`config.mk`:
```
export PLATFORM = sky130hd
export DESIGN_NAME = countdown_timer
export DESIGN_NICKNAME = d
export VERILOG_FILES = /design/src/rtl/countdown_pkg.sv /design/src/rtl/tick_sync.sv /design/src/rtl/countdown_timer.sv
export SDC_FILE = /design/constraint.sdc
export NUM_CORES = 1
export LEC_CHECK = 0
export BUFFER_PORTS_ARGS = -buffer_cell sky130_fd_sc_hd__buf_2
export CORE_UTILIZATION = 50
export CTS_BUF_LIST = sky130_fd_sc_hd__clkbuf_16
export CTS_CLUSTER_DIAMETER = 80
export DETAILED_ROUTE_END_ITERATION = 12
export GPL_TIMING_DRIVEN = 0
export MAX_ROUTING_LAYER = met4
export PLACE_DENSITY = 0.77
export SETUP_SLACK_MARGIN = 0.2
export SLEW_MARGIN = 20
export SYNTH_ARGS = -nofsm -noshare
export SYNTH_HDL_FRONTEND = slang
export SYNTH_SLANG_ARGS = --single-unit
```
`constraint.sdc`:
```
create_clock -name clock_i -period 4.85 [get_ports clock_i]
set_clock_uncertainty 0.05 [all_clocks]
set_input_delay 0.485 -clock clock_i [delete_from_list [all_inputs] [get_ports clock_i]]
set_output_delay 0.485 -clock clock_i [all_outputs]
set_load 0.02 [all_outputs]
```
`src/rtl/countdown_pkg.sv`:
```
// Shared types, digit limits and BCD helpers for the mm:ss countdown timer.
package countdown_pkg;

  typedef enum logic [1:0] {
    IDLE    = 2'd0,
    RUN     = 2'd1,
    PAUSE   = 2'd2,
    EXPIRED = 2'd3
  } state_t;

  localparam int DIGIT_W = 4;
  localparam int TIME_W  = 4 * DIGIT_W;
  localparam logic [DIGIT_W-1:0] ONES_MAX = 4'd9;
  localparam logic [DIGIT_W-1:0] TENS_MAX = 4'd5;

  function automatic logic [TIME_W-1:0] clamp_bcd(input logic [TIME_W-1:0] v);
    logic [TIME_W-1:0] r;
    r[15:12] = (v[15:12] > TENS_MAX) ? TENS_MAX : v[15:12];
    r[11:8]  = (v[11:8]  > ONES_MAX) ? ONES_MAX : v[11:8];
    r[7:4]   = (v[7:4]   > TENS_MAX) ? TENS_MAX : v[7:4];
    r[3:0]   = (v[3:0]   > ONES_MAX) ? ONES_MAX : v[3:0];
    return r;
  endfunction

  // One-second decrement with borrow; callers never pass 00:00.
  function automatic logic [TIME_W-1:0] bcd_dec(input logic [TIME_W-1:0] v);
    logic [DIGIT_W-1:0] d3, d2, d1, d0;
    {d3, d2, d1, d0} = v;
    if (d0 != 4'd0) begin
      d0 = d0 - 4'd1;
    end else begin
      d0 = ONES_MAX;
      if (d1 != 4'd0) begin
        d1 = d1 - 4'd1;
      end else begin
        d1 = TENS_MAX;
        if (d2 != 4'd0) begin
          d2 = d2 - 4'd1;
        end else begin
          d2 = ONES_MAX;
          if (d3 != 4'd0) begin
            d3 = d3 - 4'd1;
          end else begin
            d3 = 4'd0;
          end
        end
      end
    end
    return {d3, d2, d1, d0};
  endfunction

endpackage

```
`src/rtl/tick_sync.sv`:
```
// Synchronizes a slow divided clock into the system domain and flags its rising edge.
module tick_sync #(
  parameter int STAGES = 2
) (
  input  logic clk,
  input  logic rst,
  input  logic raw,
  output logic level,
  output logic pulse
);

  logic [STAGES-1:0] sync_r;
  logic              prev_r;

  // Synchronizer chain plus one history flop for edge detection
  always_ff @(posedge clk) begin
    if (rst) begin
      sync_r <= {STAGES{1'b0}};
      prev_r <= 1'b0;
    end else begin
      sync_r <= {sync_r[STAGES-2:0], raw};
      prev_r <= sync_r[STAGES-1];
    end
  end

  assign level = sync_r[STAGES-1];
  assign pulse = sync_r[STAGES-1] & ~prev_r;

endmodule

```
`src/rtl/countdown_timer.sv`:
```
// BCD mm:ss countdown timer with load/start/pause control and a blinking expiry indication.
module countdown_timer
  import countdown_pkg::*;
#(
  parameter logic [15:0] LOAD_DEFAULT = 16'h0100,
  parameter int          SYNC_STAGES  = 2
) (
  input  logic        clock_i,
  input  logic        reset_i,
  input  logic        clock_1Hz_i,
  input  logic        clock_2Hz_i,
  input  logic        load_i,
  input  logic [15:0] load_bcd_i,
  input  logic        start_i,
  input  logic        pause_i,
  output logic [15:0] digits_o,
  output logic        running_o,
  output logic        expired_o,
  output logic        blink_o
);

  localparam logic [TIME_W-1:0] RESET_DIGITS = clamp_bcd(LOAD_DEFAULT);

  state_t            state_r, state_next;
  logic [TIME_W-1:0] digits_r, digits_next;
  logic              running_r, expired_r, blink_r;
  logic              running_next, expired_next, blink_next;
  logic              sec_level_unused, sec_tick;
  logic              blink_level, blink_pulse_unused;

  tick_sync #(.STAGES(SYNC_STAGES)) u_sync_1hz (
    .clk   (clock_i),
    .rst   (reset_i),
    .raw   (clock_1Hz_i),
    .level (sec_level_unused),
    .pulse (sec_tick)
  );

  tick_sync #(.STAGES(SYNC_STAGES)) u_sync_2hz (
    .clk   (clock_i),
    .rst   (reset_i),
    .raw   (clock_2Hz_i),
    .level (blink_level),
    .pulse (blink_pulse_unused)
  );

  // Next state and count; load always wins, pause beats a coincident tick
  always_comb begin
    state_next  = state_r;
    digits_next = digits_r;
    if (load_i) begin
      state_next  = IDLE;
      digits_next = clamp_bcd(load_bcd_i);
    end else begin
      case (state_r)
        IDLE: begin
          if (start_i && (digits_r != 16'h0000)) begin
            state_next = RUN;
          end else begin
            state_next = IDLE;
          end
        end
        RUN: begin
          if (pause_i) begin
            state_next = PAUSE;
          end else if (sec_tick) begin
            if (digits_r <= 16'h0001) begin
              digits_next = 16'h0000;
              state_next  = EXPIRED;
            end else begin
              digits_next = bcd_dec(digits_r);
            end
          end else begin
            state_next = RUN;
          end
        end
        PAUSE: begin
          if (start_i && !pause_i) begin
            state_next = RUN;
          end else begin
            state_next = PAUSE;
          end
        end
        EXPIRED: state_next = EXPIRED;
        default: state_next = IDLE;
      endcase
    end
    running_next = (state_next == RUN);
    expired_next = (state_next == EXPIRED);
    blink_next   = expired_next & blink_level;
  end

  // State, count and flag registers
  always_ff @(posedge clock_i) begin
    if (reset_i) begin
      state_r   <= IDLE;
      digits_r  <= RESET_DIGITS;
      running_r <= 1'b0;
      expired_r <= 1'b0;
      blink_r   <= 1'b0;
    end else begin
      state_r   <= state_next;
      digits_r  <= digits_next;
      running_r <= running_next;
      expired_r <= expired_next;
      blink_r   <= blink_next;
    end
  end

  assign digits_o  = digits_r;
  assign running_o = running_r;
  assign expired_o = expired_r;
  assign blink_o   = blink_r;

endmodule

```
==> results of run 1 <==
-- final cells by class --
class                           count  area share
Clock buffer                        3     0.04005
Timing Repair Buffer               40      0.1068
Sequential cell                    26      0.2777
Multi-Input combinational cell    146      0.5160
Inverter                           10     0.02003
Tap cell                           31     0.02069
Buffer                              9     0.01869
-- sequential cells by signal, indices dropped and copies added, names as in the netlist --
name               flops
blink_o                1
digits_o              16
expired_o              1
running_o              1
state_r                2
u_sync_1hz.prev_r      1
u_sync_1hz.sync_r      2
u_sync_2hz.sync_r      2
-- final timing paths --
path / depth (start not counted) / from / endpoint / slack, ns
hold / removal: 1 / u_sync_2hz.sync_r[0] / u_sync_2hz.sync_r[1] / 0.39
setup / recovery: 7 / digits_o[8] / digits_o[14] / 2.02
setup reg to reg: 7 / digits_o[8] / digits_o[14] / 2.02
hold reg to reg: 1 / u_sync_2hz.sync_r[0] / u_sync_2hz.sync_r[1] / 0.39
-- per-stage QoR --
stage | cells | utilization
2_1_floorplan | 191 | -
3_3_place_gp | 262 | 0.6307
3_5_place_dp | 262 | 0.6307
4_1_cts | 265 | 0.6570
5_1_grt | 265 | 0.6570
6_report | 265 | 0.6570
-- kinds of logic after synthesis --
group / Yosys count
XOR/XNOR: 2
AO/OA/AOI/OAI: 61
multiplexers: 2
adder cells (fa/ha/maj): 2
flip-flops: 26
AND/OR/NAND/NOR: 79
buffers and inverters: 19
-- metal layers --
layer	part of all wire	wire, um
met3	0.088	362
met4	0.0046	19
met2	0.46	1884
met5	0	0
met1	0.45	1826
-- placed cells by master, fill, tap and decap left out, types with 3 or more instances in the layout --
cell type / n
nor4_2: 3
clkbuf_16: 3
nand2_1: 16
inv_1: 9
nor4_1: 3
a2bb2oi_1: 3
a32oi_1: 3
o21a_1: 3
clkbuf_1: 8
dfxtp_1: 26
nor2_1: 17
a31oi_1: 3
buf_2: 41
a211oi_1: 5
or4_1: 3
nor4b_1: 3
o2111ai_1: 3
a21oi_1: 9
nor3_1: 9
o21ai_0: 12
nor2b_1: 6
-- power breakdown --
| group | switching, uW | internal [uW] |
|---|---|---|
| Clock | 71.0 | 109 |
| Sequential | 17.5 | 228 |
| Combinational | 112 | 68.2 |
| Total | 201 | 406 |
-- cell usage after synthesis, types with 5 or more instances --
library cell	instances	area [um2]
nor3_1	9	45.04
nand2_1	16	60.06
o21ai_0	12	60.06
a211oi_1	5	37.54
dfxtp_1	26	520.5
inv_1	9	33.78
clkbuf_1	8	30.03
a21oi_1	9	45.04
nor2b_1	6	37.54
nor2_1	17	63.81
==> impl_results.md, run 1 <==
* Global Route met3 Usage at 0.04688
* Critical path's top delay family: simple AND/OR/NAND/NOR gates
* Kind of critical path: reg -> reg
* Clock Sinks at 26
* Vias in the first global route at 1,506
* Final global-route overflow total at 0
* Initial Util at 0.5469
* First-pass GRT wire length at 6831 um
* Worst Path Arrival at 2.97 ns
* Slew Limit Fails at 0
* Resize count post-CTS at 0
* Cell Rows at 19
* Synth Area in XOR/XNOR at 0.01123
* Routability Congestion at 0.9555
* Core Area at 0.002853 mm2
* Detailed-route via count at 1,679
* Mux cell area share after synthesis at 0.01283
* Sequential share of the synthesized area at 0.3336
* P&R area growth vs syn at 20.13%
* CTS clk-pin slew, worst paths at 0.06 ns
* Post-DP HPWL at 2918 um
* Fin worst setup slack at 2.020 ns
* Synthesized Nets at 216
* M1 GR Usage at 0.3568
* WL/cell at 15.45 um
* Final Hold Violating Endpoints at 0
* Postcts setup bufs at 0
* Layout net count at 261
* Diodes inserted at 0
* CTS root buffer: clkbuf_16
* Layout cells sized above 1 at 0.2350
* Synth cell types at 51
* Worst path slowest cell: nor4b_1
* I/O Buffers at 40
* PD cells at 323.5 mW/mm2
* Worst setup SP type: register
* Max_cap viols at 0
* DRC at 3
* Fmax at 353.4 MHz
* Crit share post-route at 0.5835
* Dpl ws at 2.114 ns
* Adder-Cell Fraction of Synth Area at 0.01604
* # setup viols final at 0
* # fillers at 253
* Worst-margin pin slew at 1.021 ns
* Compound-Gate Fraction of Synth Area at 0.2911
* Cell breakdown of the critical path: inv_1, ha_1, nor4b_1, a21oi_1, o211a_1, or4_1, o21ai_1
* Ys async rst share at 0
* Post-DRT Antenna Nets at 0
* Syn Area/Cell at 8.169 um2
* Max stage delay on crit path at 0.85 ns
* Gr busiest metal: met2
* Hold WS at 0.3850 ns
* Yosys warns at 0
* Antenna violations before repair at 0
* Pwr Total at 606.4 uW
* TritonCTS Buffers at 3
* Ports at 42
* Peak supply drop at 0.2700 mV
* Failing checks: design-rule violations
* Worst Path Required at 4.99 ns
* EDFF count, synth at 0
* Largest net degree at the start of global routing at 14
* Die W at 57.86 um
* Sequential Area at 520.5 um2
* Post-CTS Hold Fix Bufs at 0
* Total global routing track utilization at 0.2671
* Post-synthesis simple-gate area fraction at 0.2887
* Worst setup EP type: register
* Crit path time final at 2.830 ns
* Met2 GRT Util at 0.4269
* Post-Route WL at 4093 um
* CP Buf/Inv Count at 1
* Synthesized area at 0.001560 mm2
* Multi-input combinational cell area at 967.2 um2
* RSZ-0062 raised after global routing: no
* Leakage dissipation at 0.0007620 uW
* Cells after Synth at 191
* Initial DRC count at 121
* Chip Height at 57.86 um
* DR pass1 iterations at 9
* FF+latch count, synth at 26
* Longest Clk Path Bufs at 2
* Relative slew slack at 0.3095
* H-tree Lvls at 1
* Final instance area at 0.001874 mm2
* Ys flop type: dfxtp_1
* Outcome: complete, but fails checks
* CTS tree: done
* Crit path max fanout at 6
* TNS Setup at 0 ns
* Hold Path Class: reg -> reg
* Cell Area, Placed at 0.001799 mm2
* Vias per cell at 6.336
* Largest family of logic cells by synthesized area: compound AO/OA/AOI/OAI gates
* Clk Latency, worst-skew pair at 0.26 ns
* Die ar. at 0.003348 mm2
(Power assumes the default switching activity.)
==> run 2, diff against run 1 <==
--- a/config.mk
+++ b/config.mk
@@ -6,13 +6,13 @@
 export NUM_CORES = 1
 export LEC_CHECK = 0
 export BUFFER_PORTS_ARGS = -buffer_cell sky130_fd_sc_hd__buf_2
-export CORE_UTILIZATION = 50
+export CORE_UTILIZATION = 47
 export CTS_BUF_LIST = sky130_fd_sc_hd__clkbuf_16
 export CTS_CLUSTER_DIAMETER = 80
 export DETAILED_ROUTE_END_ITERATION = 12
 export GPL_TIMING_DRIVEN = 0
 export MAX_ROUTING_LAYER = met4
-export PLACE_DENSITY = 0.77
+export PLACE_DENSITY = 0.75
 export SETUP_SLACK_MARGIN = 0.2
 export SLEW_MARGIN = 20
 export SYNTH_ARGS = -nofsm -noshare
==> constraint.sdc (replaced) <==
create_clock -name clock_i -period 2.5 [get_ports clock_i]
set_clock_uncertainty 0.05 [all_clocks]
set_input_delay 0.25 -clock clock_i [delete_from_list [all_inputs] [get_ports clock_i]]
set_output_delay 0.25 -clock clock_i [all_outputs]
set_load 0.02 [all_outputs]
==> run 2 against run 1 <==
Effect of this change: the flow now finishes without violations; hold slack worse by 0.23 ns; critical path depth is 2 lower; sequential power is 96% higher; power is 110% higher; non-clock buffer count is 12 higher; largest power group unchanged.
==> impl_results.md, run 2 (synthesis results as in run 1) <==
* Cell Rows at 20
* I/O Buffers at 40
* First-pass GRT wire length at 6762 um
* H-tree Lvls at 1
* Hold Path Class: in -> reg
* RSZ-0062 raised after global routing: yes
* R2r setup slk at 0.24 ns
* Slew Limit Fails at 0
* Hold WS at 0.1536 ns
* Critical path origin: digits_o[3]
* Max stage delay on crit path at 0.55 ns
* Post-DRT Antenna Nets at 0
* Relative slew slack at 0.5967
* Core Area at 0.003103 mm2
* CTS root buffer: clkbuf_16
* Chip Height at 59.62 um
* Core Util, Final at 0.6698
* Crit path time final at 2.257 ns
* Longest Clk Path Bufs at 2
* Commonest non-fill, non-tap cell in the layout: buf_2
* Vias in the first global route at 1,497
* Layout cells sized above 1 at 0.3293
* Worst setup EP type: register
* Critical path's top delay family: simple AND/OR/NAND/NOR gates
* Die W at 59.62 um
* TritonCTS Buffers at 3
* Most common cell on crit path: or4_4
* TNS Setup at 0 ns
* Layout net count at 273
* Antenna violations before repair at 0
* Clock group share of total power at 0.280
* Share of power burned in combinational logic at 0.339
* Most frequent cells in the layout: buf_2, dfxtp_1, nor2_1
* Clk Latency, worst-skew pair at 0.26 ns
* Clock Sinks at 26
* Initial Util at 0.5028
* Worst reg2reg path startpoint: digits_o[3]
* Crit share post-route at 0.9030
* CP Buf/Inv Count at 0
* Post-DP HPWL at 2992 um
* P&R area growth vs syn at 33.20%
* Final global-route overflow total at 0
* Worst path slowest cell: or4_4
* Crit path depth at 5
* DR pass1 iterations at 4
* PD cells at 608.6 mW/mm2
* CTS clk-pin slew, worst paths at 0.06 ns
* Peak supply drop at 0.2687 mV
* Kind of critical path: reg -> reg
* Max_cap viols at 0
* Internal power at 839.0 uW
* Flop pwr share at 0.381
* Hold path cells at 2
* Crit path max fanout at 7
* Worst-margin pin slew at 0.6049 ns
* Initial DRC count at 98
* Leakage dissipation at 0.0008407 uW
* Post-Route WL at 4480 um
* Total global routing track utilization at 0.2604
* Reg2Reg Depth at 5
* Net Sw Frac at 0.3366
* Diodes inserted at 0
* Outcome: complete, no violations
* Worst Path Arrival at 2.37 ns
* Vias per cell at 6.014
* CTS tree: done
* Die ar. at 0.003554 mm2
* Pwr Total at 1265 uW
* Sw Pwr at 425.8 uW
* DRC at 0
* Largest net degree at the start of global routing at 14
* Detailed-route via count at 1,744
* Worst r2r dst: digits_o[6]
* WL/cell at 15.45 um
* Critical Path End: digits_o[6]
* Ports at 42
* Cell breakdown of the critical path: or4_4, or4_4, a211oi_4, o211ai_1, o311ai_1
* Flip-flop count of the largest register after layout at 16
* Worst setup SP type: register
* Routability Congestion at 0.9193
* # setup viols final at 0
* Final Hold Violating Endpoints at 0
* Worst Path Required at 2.61 ns
* Fmax at 443.0 MHz
[run 2: power groups by stage]
stage          sequential (uW)  combinational, uW  clock, uW
4_1_cts                    478                366        356
5_1_grt                    487                460        370
6_report                   482                429        354
3_5_place_dp               486                343          0
2_1_floorplan              510                219          0
3_3_place_gp               486                339          0
[run 2: stage by stage]
stage | instances | setup slack [ns] | instance area (um2)
6_report | 290 | 0.2426 | 2078
5_1_grt | 290 | 0.1185 | 2078
4_1_cts | 279 | 0.1107 | 1949
3_5_place_dp | 275 | -0.006900 | 1822
3_3_place_gp | 275 | -0.01256 | 1822
2_1_floorplan | 191 | 0.2739 | 1567
[run 2: timing repair]
item                       CTS  global route
buffers inserted             1            11
setup endpoints to repair   16            17
cloned                       0             0
pin swaps                    5             6
hold buffers                 0             0
gates resized for setup     10            10
[run 2: worst min path at each step]
stage / from / endpoint / slack, ns
finish: clock_2Hz_i / u_sync_2hz.sync_r[0] / 0.15
detailed placement: u_sync_2hz.sync_r[0] / u_sync_2hz.sync_r[1] / 0.38
global placement: u_sync_2hz.sync_r[0] / u_sync_2hz.sync_r[1] / 0.37
global route: clock_2Hz_i / u_sync_2hz.sync_r[0] / 0.15
floorplan: clock_1Hz_i / u_sync_1hz.sync_r[0] / 0.33
CTS: clock_2Hz_i / u_sync_2hz.sync_r[0] / 0.16
[run 2: per-layer routing]
layer | GRT usage | wire length, um | vias to the layer above
met4 | 0.07973 | 48 | 0
met2 | 0.4045 | 2132 | 65
met1 | 0.3538 | 2028 | 828
met5 | - | 0 | -
li1 | - | - | 843
met3 | 0.03057 | 269 | 8
[run 2: final cells by class]
cell class | instances | area [um2]
Buffer | 9 | 35.03
Clock buffer | 3 | 75.07
Fill cell | 282 | 1025
Inverter | 10 | 37.54
Multi-Input combinational cell | 146 | 1056
Sequential cell | 26 | 529.3
Tap cell | 44 | 55.05
Timing Repair Buffer | 52 | 290.3
==> run 3, diff against run 2 <==
--- a/config.mk
+++ b/config.mk
@@ -5,6 +5,7 @@
 export SDC_FILE = /design/constraint.sdc
 export NUM_CORES = 1
 export LEC_CHECK = 0
+export ABC_AREA = 1
 export BUFFER_PORTS_ARGS = -buffer_cell sky130_fd_sc_hd__buf_2
 export CORE_UTILIZATION = 47
 export CTS_BUF_LIST = sky130_fd_sc_hd__clkbuf_16
@@ -12,7 +13,7 @@
 export DETAILED_ROUTE_END_ITERATION = 12
 export GPL_TIMING_DRIVEN = 0
 export MAX_ROUTING_LAYER = met4
-export PLACE_DENSITY = 0.75
+export PLACE_DENSITY = 0.76
 export SETUP_SLACK_MARGIN = 0.2
 export SLEW_MARGIN = 20
 export SYNTH_ARGS = -nofsm -noshare
==> run 3 against run 2 <==
Effect of this change: synthesized cell count up 16%; critical path depth rose by 6; worst setup slack improved by 0.39 ns; critical endpoint is now digits_o[12].
==> impl_results.md, run 3 <==
* Leakage dissipation at 0.0009482 uW
* Crit path time final at 1.865 ns
* Core Area at 0.003078 mm2
* Hold Path Class: in -> reg
* EDFF count, synth at 0
* Worst setup SP type: register
* Total global routing track utilization at 0.2184
* Initial Util at 0.5008
* Synthesized area at 0.001541 mm2
* CTS clk-pin slew, worst paths at 0.07 ns
* Fmax at 536.2 MHz
* Routability Congestion at 0.8792
* Layout net count at 293
* Sequential share of the synthesized area at 0.3377
* Yosys warns at 0
* Final global-route overflow total at 0
* Count leader, synth: nor2_1
* DR pass1 iterations at 4
* Largest net degree at the start of global routing at 16
* P&R area growth vs syn at 23.70%
* TritonCTS Buffers at 3
* CTS tree: done
* Synth cell types at 34
* HP Start: clock_1Hz_i
* First-pass GRT wire length at 5644 um
* RSZ-0062 raised after global routing: no
* Vias in the first global route at 1,350
* Synthesized Nets at 247
* Max_cap viols at 0
* Outcome: complete, no violations
* Commonest cells post-synth: nor2_1, inv_1, nand2_1
* Gr busiest metal: met2
* Resize count post-CTS at 0
* Clock Sinks at 26
* Worst-margin pin slew at 0.5261 ns
* Diodes inserted at 0
* Peak supply drop at 0.3628 mV
* Cell Area, Placed at 0.001802 mm2
* Met2 GRT Util at 0.3499
* Crit share post-route at 0.7460
* PD cells at 687.8 mW/mm2
* Commonest non-fill, non-tap cell in the layout: buf_2
* Post-CTS Hold Fix Bufs at 0
* Chip Height at 59.27 um
* Most frequent cells in the layout: buf_2, nor2_1, inv_1
* Post-DP HPWL at 2442 um
* Reg2Reg Depth at 11
* Worst Path Arrival at 1.97 ns
* WL/cell at 10.47 um
* Die W at 59.27 um
* Syn Area/Cell at 6.944 um2
* Antenna violations before repair at 0
* Worst r2r dst: digits_o[12]
* Die ar. at 0.003513 mm2
* Top cells by area, synth: dfxtp_1, nor2_1, inv_1, nand2_1, nand3_1
* Relative slew slack at 0.6493
* Worst setup EP type: register
* Flip-flop count of the largest register after layout at 16
* Area leader, netlist: dfxtp_1
* DRC at 0
* Vias per cell at 4.826
* Hold path cells at 3
* Share of the synthesized area in the top cell type at 0.3377
* Cell Rows at 20
* Longest Clk Path Bufs at 2
* Hold Path Sink: u_sync_1hz.sync_r[0]
* Final instance area at 0.001907 mm2
* Slew Limit Fails at 0
* # setup viols final at 0
* Worst reg2reg path startpoint: digits_o[8]
* I/O Buffers at 41
* Ports at 42
* Layout cells sized above 1 at 0.2622
* Post-Route WL at 3257 um
* Post-DRT Antenna Nets at 0
* Ys async rst share at 0
* Final Hold Violating Endpoints at 0
* Worst Path Required at 2.61 ns
* CTS root buffer: clkbuf_16
* M1 GR Usage at 0.2785
* Cells after Synth at 222
* Hold WS at 0.1372 ns
* Global Route met3 Usage at 0.03712
* TNS Setup at 0 ns
* Detailed-route via count at 1,501
* Initial DRC count at 61
* R2r setup slk at 0.64 ns
* FF+latch count, synth at 26
* Crit path max fanout at 8
* Kind of critical path: reg -> reg
* Postcts setup bufs at 0
* H-tree Lvls at 1
* Clk Latency, worst-skew pair at 0.26 ns
* Ys flop type: dfxtp_1
-- run 3: cell type report --
cell class	count	area (um2)
Buffer	3	11.26
Clock buffer	3	75.07
Clock inverter	1	30.03
Fill cell	297	1171
Inverter	38	147.6
Multi-Input combinational cell	155	862.1
Sequential cell	26	520.5
Tap cell	44	55.05
Timing Repair Buffer	41	205.2
-- run 3: where the power goes --
group / internal, uW / switching, uW
registers: 446 / 30.5
clock network: 319 / 148
logic: 133 / 235
-- run 3: per-layer routing --
metal  up-vias  share of wire
met5         -              0
met4         0          0.014
met3         6          0.040
met2        31           0.45
met1       662           0.49
li1        802              -
-- run 3: critical path: stages (launching register included) --
cell and delay [ns]:
dfxtp_1 0.32, inv_1 0.11, ha_1 0.22, nand2_4 0.09
nor2_4 0.15, nand2_2 0.13, nand4_4 0.15, nand2_4 0.10
nor2_4 0.21, nand3_1 0.11, nand2_1 0.08, nor2_1 0.04
-- run 3: kinds of logic after synthesis --
logic type | count (synthesis) | synth area share
and+or+nand+nor | 108 | 0.3742
AOI/OAI and AO/OA | 42 | 0.1518
buffers and inverters | 41 | 0.1031
DFF | 26 | 0.3377
xor gates and xnor gates | 3 | 0.01705
adders and majority gates | 2 | 0.01623
-- run 3: per-stage QoR --
step	setup slack [ns]	util	total power, uW	cells
final	0.6351	0.6195	1312	311
after global routing	0.4132	0.6195	1391	311
after CTS	0.6390	0.6195	1319	311
after detailed placement	0.6575	0.5854	852.1	307
after global placement	0.6937	0.5854	847.7	307
after floorplan	0.7334	-	761.2	222
-- run 3: how the worst max path moves through the flow --
stage,start,endpoint,slack (ns),cells past startpoint
final,digits_o[8],digits_o[12],0.64,11
after global routing,digits_o[8],digits_o[14],0.41,11
after CTS,digits_o[8],digits_o[12],0.64,11
after detailed placement,digits_o[8],digits_o[12],0.66,11
after global placement,digits_o[8],digits_o[14],0.69,11
after floorplan,digits_o[8],digits_o[12],0.73,12
